<file path="src/rtl/btn_pkg.sv">
// Shared types and default timing constants for the push-button conditioner.
package btn_pkg;

  typedef enum logic [1:0] {
    RPT_IDLE,
    RPT_DELAY,
    RPT_REPEAT
  } rpt_state_e;

  localparam int DEF_DEBOUNCE_CYCLES     = 1000000;
  localparam int DEF_REPEAT_DELAY_CYCLES = 50000000;
  localparam int DEF_REPEAT_RATE_CYCLES  = 20000000;

  function automatic int cnt_w(input int n);
    return $clog2(n) + 1;
  endfunction

endpackage

</file>
<file path="src/rtl/btn_channel.sv">
// One button channel: 2-flop synchronizer, debouncer and auto-repeat FSM.
module btn_channel
  import btn_pkg::*;
#(
  parameter int DEBOUNCE_CYCLES     = DEF_DEBOUNCE_CYCLES,
  parameter int REPEAT_DELAY_CYCLES = DEF_REPEAT_DELAY_CYCLES,
  parameter int REPEAT_RATE_CYCLES  = DEF_REPEAT_RATE_CYCLES,
  parameter bit REPEAT_EN           = 1'b1
) (
  input  logic clk,
  input  logic rst_n,
  input  logic btn,
  input  logic inhibit,
  output logic level_nxt,
  output logic fire
);

  localparam int DW = cnt_w(DEBOUNCE_CYCLES);
  localparam int RMAX = (REPEAT_DELAY_CYCLES > REPEAT_RATE_CYCLES) ?
                        REPEAT_DELAY_CYCLES : REPEAT_RATE_CYCLES;
  localparam int RW = cnt_w(RMAX);
  localparam logic [DW-1:0] DB_LAST = DW'(DEBOUNCE_CYCLES - 1);
  localparam logic [RW-1:0] DLY_LAST = RW'(REPEAT_DELAY_CYCLES - 1);
  localparam logic [RW-1:0] RATE_LAST = RW'(REPEAT_RATE_CYCLES - 1);

  logic [1:0]    sync_q;
  logic          sync;
  logic [DW-1:0] db_cnt_q, db_cnt_d;
  logic          level_q;
  logic          rise;
  rpt_state_e    state_q, state_d;
  logic [RW-1:0] rcnt_q, rcnt_d, rcnt_inc;

  assign sync = sync_q[1];
  assign rise = level_nxt & ~level_q;
  assign rcnt_inc = (&rcnt_q) ? rcnt_q : rcnt_q + 1'b1;

  always_comb begin
    level_nxt = level_q;
    db_cnt_d  = '0;
    if (sync != level_q) begin
      if (db_cnt_q == DB_LAST) begin
        level_nxt = sync;
      end else if (&db_cnt_q) begin
        db_cnt_d = db_cnt_q;
      end else begin
        db_cnt_d = db_cnt_q + 1'b1;
      end
    end
  end

  // A release or the up/down interlock parks the FSM without a strobe.
  always_comb begin
    state_d = state_q;
    rcnt_d  = rcnt_q;
    fire    = 1'b0;
    if (!level_nxt || inhibit) begin
      state_d = RPT_IDLE;
      rcnt_d  = '0;
    end else begin
      unique case (state_q)
        RPT_IDLE: begin
          if (rise) begin
            fire = 1'b1;
            rcnt_d = '0;
            if (REPEAT_EN) state_d = RPT_DELAY;
          end
        end
        RPT_DELAY: begin
          if (rcnt_q == DLY_LAST) begin
            fire    = 1'b1;
            state_d = RPT_REPEAT;
            rcnt_d  = '0;
          end else begin
            rcnt_d = rcnt_inc;
          end
        end
        RPT_REPEAT: begin
          if (rcnt_q == RATE_LAST) begin
            fire   = 1'b1;
            rcnt_d = '0;
          end else begin
            rcnt_d = rcnt_inc;
          end
        end
        default: begin
          state_d = RPT_IDLE;
          rcnt_d  = '0;
        end
      endcase
    end
  end

  always_ff @(posedge clk or negedge rst_n) begin
    if (!rst_n) begin
      sync_q   <= '0;
      db_cnt_q <= '0;
      level_q  <= 1'b0;
      state_q  <= RPT_IDLE;
      rcnt_q   <= '0;
    end else begin
      sync_q   <= {sync_q[0], btn};
      db_cnt_q <= db_cnt_d;
      level_q  <= level_nxt;
      state_q  <= state_d;
      rcnt_q   <= rcnt_d;
    end
  end

endmodule

</file>
<file path="src/rtl/btn_conditioner.sv">
// Three conditioned push-buttons with up/down interlock and registered strobes.
module btn_conditioner
  import btn_pkg::*;
#(
  parameter int DEBOUNCE_CYCLES     = DEF_DEBOUNCE_CYCLES,
  parameter int REPEAT_DELAY_CYCLES = DEF_REPEAT_DELAY_CYCLES,
  parameter int REPEAT_RATE_CYCLES  = DEF_REPEAT_RATE_CYCLES
) (
  input  logic clk,
  input  logic rst_n,
  input  logic btn_up,
  input  logic btn_down,
  input  logic btn_glitch,
  output logic up_pulse,
  output logic down_pulse,
  output logic glitch_pulse,
  output logic up_held,
  output logic down_held,
  output logic glitch_held
);

  logic up_nxt, dn_nxt, gl_nxt;
  logic up_fire, dn_fire, gl_fire;
  logic ilock;

  // Uses next-cycle levels so the strobe coinciding with the second press is blocked too.
  assign ilock = up_nxt & dn_nxt;

  btn_channel #(
    .DEBOUNCE_CYCLES    (DEBOUNCE_CYCLES),
    .REPEAT_DELAY_CYCLES(REPEAT_DELAY_CYCLES),
    .REPEAT_RATE_CYCLES (REPEAT_RATE_CYCLES),
    .REPEAT_EN          (1'b1)
  ) u_up (
    .clk      (clk),
    .rst_n    (rst_n),
    .btn      (btn_up),
    .inhibit  (ilock),
    .level_nxt(up_nxt),
    .fire     (up_fire)
  );

  btn_channel #(
    .DEBOUNCE_CYCLES    (DEBOUNCE_CYCLES),
    .REPEAT_DELAY_CYCLES(REPEAT_DELAY_CYCLES),
    .REPEAT_RATE_CYCLES (REPEAT_RATE_CYCLES),
    .REPEAT_EN          (1'b1)
  ) u_down (
    .clk      (clk),
    .rst_n    (rst_n),
    .btn      (btn_down),
    .inhibit  (ilock),
    .level_nxt(dn_nxt),
    .fire     (dn_fire)
  );

  btn_channel #(
    .DEBOUNCE_CYCLES    (DEBOUNCE_CYCLES),
    .REPEAT_DELAY_CYCLES(REPEAT_DELAY_CYCLES),
    .REPEAT_RATE_CYCLES (REPEAT_RATE_CYCLES),
    .REPEAT_EN          (1'b0)
  ) u_glitch (
    .clk      (clk),
    .rst_n    (rst_n),
    .btn      (btn_glitch),
    .inhibit  (1'b0),
    .level_nxt(gl_nxt),
    .fire     (gl_fire)
  );

  always_ff @(posedge clk or negedge rst_n) begin
    if (!rst_n) begin
      up_pulse     <= 1'b0;
      down_pulse   <= 1'b0;
      glitch_pulse <= 1'b0;
      up_held      <= 1'b0;
      down_held    <= 1'b0;
      glitch_held  <= 1'b0;
    end else begin
      up_pulse     <= up_fire;
      down_pulse   <= dn_fire;
      glitch_pulse <= gl_fire;
      up_held      <= up_nxt;
      down_held    <= dn_nxt;
      glitch_held  <= gl_nxt;
    end
  end

endmodule

</file>
<file path="config.mk">
export PLATFORM = sky130hd
export DESIGN_NAME = btn_conditioner
export DESIGN_NICKNAME = d
export VERILOG_FILES = /design/src/rtl/btn_pkg.sv /design/src/rtl/btn_channel.sv /design/src/rtl/btn_conditioner.sv
export SDC_FILE = /design/constraint.sdc
export NUM_CORES = 1
export LEC_CHECK = 0
export CORE_MARGIN = 5
export CORE_UTILIZATION = 54
export CTS_CLUSTER_DIAMETER = 80
export DETAILED_ROUTE_END_ITERATION = 8
export PLACE_DENSITY = 0.76
export SLEW_MARGIN = 10
export SYNTH_ARGS = -nofsm -noshare
export SYNTH_HDL_FRONTEND = slang
export SYNTH_SLANG_ARGS = --single-unit
</file>
<file path="constraint.sdc">
create_clock -name clk -period 3.1 [get_ports clk]
set_input_delay 0.62 -clock clk [delete_from_list [all_inputs] [get_ports clk]]
set_output_delay 0.62 -clock clk [all_outputs]
set_load 0.005 [all_outputs]
</file>
# ---- Word level (Yosys, flattened, before mapping)
# Index checks and enable logic that the tools add are counted.
# W data, S select, Z words.
dict set report word_totals {
  ff_bits 162
  in_bits 5
  wordCells 137
  output_inout_bits 6
}
dict set report op_classes {
  reduce_logical 17
  addsub 6
  n_mux 59
  eq_ne 30
  bitwise_logic 7
}
# cell count
set ops {}
lappend ops {{$mux W27} 15}
lappend ops {{$pmux W27 S3} 3}
lappend ops {{$mux W21} 9}
lappend ops {{$add A27 B1 Y27 const B} 3}
lappend ops {{$eq A27 B25 Y1 const B} 3}
lappend ops {{$eq A27 B26 Y1 const B} 3}
lappend ops {{$reduce_and A27 Y1} 3}
lappend ops {{$add A21 B1 Y21 const B} 3}
lappend ops {{$eq A21 B20 Y1 const B} 3}
lappend ops {{$reduce_and A21 Y1} 3}
lappend ops {{$mux W1} 18}
lappend ops {{$mux W2} 8}
lappend ops {{$ne A3 B3 Y1 const B} 5}
lappend ops {{$ne A3 B1 Y1 const B} 4}
lappend ops {{$pmux W2 S3} 2}
lappend ops {{$pmux W1 S3} 3}
lappend ops {{$eq A2 B1 Y1 const B} 3}
lappend ops {{$eq A2 B2 Y1 const B} 3}
lappend ops {{$logic_not A2 Y1} 3}
lappend ops {{$reduce_and A3 Y1} 2}
lappend ops {{$and A1 B1 Y1} 4}
lappend ops {{$ne A2 B1 Y1 const B} 2}
lappend ops {{$pmux W2 S2} 1}
lappend ops {{$ne A1 B1 Y1} 3}
lappend ops {{other kinds (6)} 10}

# ---- Depth between registers and ports, before layout
dict set report depth {
  word_depth 7
  depth_mapped 10
  mapped_depth_nobuf 7
}

# ---- Modules after synthesis
# From an unflattened synthesis, not the netlist that was laid out.
dict set report unflattened {
  hier_cells 857
  area_unflattened_um2 8060.2
}
# module cells_each seq_area_each_um2 n_inst area_each_um2
set by_module_without_submodules {}
lappend by_module_without_submodules {{btn_channel (u_down)} 356 1326.3 1 3299.4}
lappend by_module_without_submodules {{btn_channel (u_up)} 348 1326.3 1 3141.8}
lappend by_module_without_submodules {{btn_channel (u_glitch)} 145 600.6 1 1458.9}
lappend by_module_without_submodules {btn_conditioner 8 150.1 1 160.2}

# ---- Least setup slack after synthesis
# OpenSTA, ideal clock, no wires.
dict set report synth_path {
  path_kind {flip-flop to flip-flop}
  from {register u_up.rcnt_q[0]}
  to {register u_up.rcnt_q[14]}
  synth_period_minus_slack_ns 2.437
  slack_ns 0.663
  n_path_buf 2
  arrival_time_ns 2.308
  stages_incl_launch_ff 10
  t_required_ns 2.970
  setup_time_ns 0.130
  cell_sequence {dfrtp_1 ha_1 clkbuf_1 inv_1 or3_1 o41ai_1 o21ai_1 a41oi_2 buf_4 a21oi_1}
}
dict set report synth_between {
  elab_chain_len 5
  word_cells_on_any_way 9
  classes_between {1 x add/sub; 2 x eq/ne; 5 x mux; 1 x reduce/logical}
}
# element line_no
set synth_rtl {}
lappend synth_rtl {{start, declared} btn_channel.sv:32} ;# logic [RW-1:0] rcnt_q, rcnt_d, rcnt_inc;
lappend synth_rtl {{start signal, assigned} btn_channel.sv:106} ;# rcnt_q <= rcnt_d;
lappend synth_rtl {{$add A27 B1 Y27 or $reduce_and A27 Y1 (tied branches)} btn_channel.sv:36} ;# assign rcnt_inc = (&rcnt_q) ? rcnt_q : rcnt_q + 1'b1;
lappend synth_rtl {{$mux W27} btn_channel.sv:36}
lappend synth_rtl {{$mux W27, on equally long branches} {btn_channel.sv:79, btn_channel.sv:70}}
lappend synth_rtl {{$pmux W27 S3 (*)} btn_channel.sv:61} ;# unique case (state_q)
lappend synth_rtl {{$mux W27 (*)} btn_channel.sv:57} ;# if (!level_nxt || inhibit) begin
# Every way passes the cells marked *; elsewhere a longest branch is shown, timed or not.
# A chain may end at the register's enable or synchronous reset.

# ---- Worst setup path after layout
dict set report layout_path {
  from {register u_down.rcnt_q[0]}
  to {register u_down.rcnt_q[23]}
}
dict set report layout_between {
  elab_chain_len 5
  word_cells_on_any_way 9
  classes_between {1 x add/sub; 2 x eq/ne; 5 x mux; 1 x reduce/logical}
}
# element line_no
set layout_rtl {}
lappend layout_rtl {{start, declared} btn_channel.sv:32}
lappend layout_rtl {{start signal, assigned} btn_channel.sv:106}
lappend layout_rtl {{$add A27 B1 Y27 or $reduce_and A27 Y1 (tied branches)} btn_channel.sv:36}
lappend layout_rtl {{$mux W27} btn_channel.sv:36}
lappend layout_rtl {{$mux W27, on equally long branches} {btn_channel.sv:79, btn_channel.sv:70}}
lappend layout_rtl {{$pmux W27 S3 (*)} btn_channel.sv:61}
lappend layout_rtl {{$mux W27 (*)} btn_channel.sv:57}
# Marks and branches as above.

==> flow_summary.toml <==
[sta]
hold_viol = 0
rsz0062_at_grt = "no"
fin_crit_ps = 2817
layout_setup_ws_ps = 282.6
worst_clock_skew_ps = 6.290
worst_pin_slew_ps = 1173
finalSetupTns_ps = 0
setup_viol = 0
period_share_pct = 90.88
relSlewSlack_pct = 21.78
drv_slew = 0
max_freq_mhz = 354.9

[run]
maxCapViolCount = 0

[clocking]
root_buffer = "clkbuf_16"
clock-sinks = 133
cts_setup_buffers = 0
cts_tree = "built"
clk_path_buf_depth = 2
clkTransAtPathRegs_ps = 60
h-tree-depth = 4
ctsHoldBuffers = 0
cts-resized-gates = 0
cts_made_buffers = 17
clk_latency_ps = 420

[route]
dr.pass1.iters = 7
num_vias = 6725
vias_per_cell = 6.423
wl_um = 17700
ant_nets = 0
drt-initial-drc-count = 608
drc = 0
avgRoutedWirePerCell_um = 16.91

[layout]
syn2layout_area_growth_pct = 11.15
diodes = 0
final_cells = 1047
final_cell_mix = "dfrtp_1 (133), nand3_1 (71), nand2_1 (64)"
final_common_cell = "dfrtp_1"
final_nets = 874
fill_cells = 1159
drive_gt1_share_pct = 7.036
fin_area_mm2 = 0.008610

[die]
start_util_pct = 55.38
fp-row-count = 43
die_h_um = 129.8
core_area_mm2 = 0.01399
die_area_mm2 = 0.01684
num_io_pins = 11
fp.dieW_um = 129.8

[logic_synthesis]
synthesis.nets = 870
syn_inst = 850
yosysSeqAreaShare_pct = 42.97
ys.flop_type = "dfrtp_1"
synth-edff-count = 0
netlist_area_mm2 = 0.007746
ys_warn_count = 0
synth_async_sr_flop_share_pct = 100.0
ys_ff_latch = 133
synth.distinct_cells = 62
syn-mean-instance-area_um2 = 9.113

[setup_path]
crit_slowest_cell = "o221ai_4"
cp-start-kind = "flip-flop"
crit_required_ps = 3390
cp_cell_sequence = "ha_1 > and3_1 > nand4_1 > nor3_1 > o221ai_4 > nand3b_1 > mux2i_1"
end_kind = "flip-flop"
crit_fanout = 47
slowest_delay_ps = 580
cp.arrival_ps = 3110
path_class = "flip-flop to flip-flop"

[place]
dp_cells = 1015
place_area_mm2 = 0.008039
pre_cts_ws_ps = 331.0
portBuffers = 10
hpwl_um = 11720
gp_congestion = 0.8951

[pwr]
clock_power_share_pct = 51.4
power_w = 0.003812
p_comb_share_pct = 2.4
switchingPower_w = 0.0008171
peakVddDrop_mv = 0.4270
p_sw_share_pct = 21.44
leakagePower_nw = 3.287
power.density_mw_per_mm2 = 442.8
internal-power_w = 0.002995
pwr-share-seq_pct = 46.3

[global_route]
grt-ovfl-total = 0
grt.total_usage_pct = 22.07
grt_max_degree = 72
antenna_found_initial = 0
grt_pass1_vias = 6523
grt_pass1_wl_um = 30540

[run_status]
status = "complete, no violations"

[worst_hold_path]
hold_class = "primary input to async pin"
[final cells by class]
type	count	area, um2	share of cell area (%)
inverters	20	75.07	0.8720
multi-input cells	656	4177	48.51
repair buffers	26	234.0	2.718
flip-flops and latches	133	3328	38.66
clock inverters	9	102.6	1.192
clock buffers	23	467.9	5.435
well taps	180	225.2	2.616
[cell families after synthesis]
group                      after synthesis  synth area share, %
AOI/OAI and AO/OA                      155                12.52
xor gates and xnor gates                38                4.297
adders and majority gates               15                2.423
buffers and inverters                   61                3.440
DFF                                    133                42.97
muxes                                   30                3.893
and+or+nand+nor                        418                30.46
[flip-flops by register name, indices dropped and copies added (netlist names)]
register / flops
down_pulse: 1
glitch_pulse: 1
u_down.db_cnt_q: 21
u_down.level_q: 1
u_down.rcnt_q: 27
u_down.state_q: 2
u_down.sync_q: 2
u_glitch.db_cnt_q: 21
u_glitch.level_q: 1
u_glitch.sync_q: 2
u_up.db_cnt_q: 21
u_up.level_q: 1
u_up.rcnt_q: 27
u_up.state_q: 2
u_up.sync_q: 2
up_pulse: 1
[final timing paths]
| path | startpoint | end | slack [ps] | cells after the start |
|---|---|---|---|---|
| max | u_down.rcnt_q[0] | u_down.rcnt_q[23] | 280 | 7 |
| min | rst_n | u_up.rcnt_q[4] | 210 | 1 |
| max reg2reg | u_down.rcnt_q[0] | u_down.rcnt_q[23] | 280 | 7 |
| min reg2reg | u_down.sync_q[0] | u_down.sync_q[1] | 350 | 0 |
| max in group asynchronous | rst_n | u_down.rcnt_q[24] | 2120 | 2 |
| min in group clk | u_down.sync_q[0] | u_down.sync_q[1] | 350 | 0 |
[synth_stat cells, drive strengths merged, types with 2 or more instances]
| library cell | n | share of area, % |
|---|---|---|
| and2 | 17 | 1.4 |
| o21ai | 30 | 1.9 |
| nand3 | 71 | 4.6 |
| and4 | 15 | 1.7 |
| nand4b | 3 | 0.34 |
| nor2b | 7 | 0.57 |
| nand4 | 42 | 3.4 |
| nor3 | 18 | 1.2 |
| inv | 20 | 0.97 |
| clkbuf | 25 | 1.2 |
| ha | 15 | 2.4 |
| and3b | 2 | 0.23 |
| o31ai | 32 | 3.1 |
| mux2i | 29 | 3.7 |
| buf | 16 | 1.3 |
| a21oi | 59 | 3.8 |
| o41ai | 4 | 0.45 |
| xor2 | 25 | 2.8 |
| nor4 | 18 | 1.5 |
| a311oi | 3 | 0.34 |
| a21boi | 2 | 0.19 |
| nand2b | 3 | 0.24 |
| nor3b | 2 | 0.19 |
| nand2 | 64 | 3.1 |
| and3 | 19 | 1.6 |
| or4 | 23 | 2.2 |
| nor4b | 8 | 0.90 |
| a21o | 2 | 0.19 |
| a31oi | 8 | 0.65 |
| xnor2 | 13 | 1.5 |
| or2 | 3 | 0.24 |
| or3 | 14 | 1.2 |
| dfrtp | 133 | 43 |
| nor2 | 61 | 3.0 |
| a41oi | 3 | 0.44 |
| nand3b | 24 | 2.3 |
[power by group through the flow]
stage | Combinational (W) | Sequential, W | Clock (W)
5_1_grt | 0.000107 | 0.00176 | 0.00207
2_1_floorplan | 0.0000372 | 0.00179 | 0
3_3_place_gp | 0.0000895 | 0.00179 | 0
6_report | 0.0000911 | 0.00176 | 0.00196
4_1_cts | 0.0000945 | 0.00176 | 0.00198
3_5_place_dp | 0.0000938 | 0.00179 | 0
[metal layers]
metal  part of all wire [%]  routed length [um]  global-route usage, %
met3                    4.0                 712                  4.789
met1                     44                7771                  28.18
met5                      0                   0                      0
met2                     51                8980                  37.34
met4                    1.4                 239                  7.702
[metrics by stage]
step / hold slack, ps / utilization, %
final: 207.0 / 61.55
after global routing: 271.2 / 61.55
after CTS: 229.9 / 61.55
after detailed placement: 341.7 / 57.47
after global placement: 340.6 / 57.47
after floorplan: 324.4 / -
[worst max-delay path, delay by kind of cell (launching register included)]
family | cells | cell delay [ps]
DFF | 1 | 400
AOI/OAI and AO/OA | 1 | 580
and+or+nand+nor | 4 | 1400
muxes | 1 | 120
adders and majority gates | 1 | 180
(Power assumes the default switching activity.)
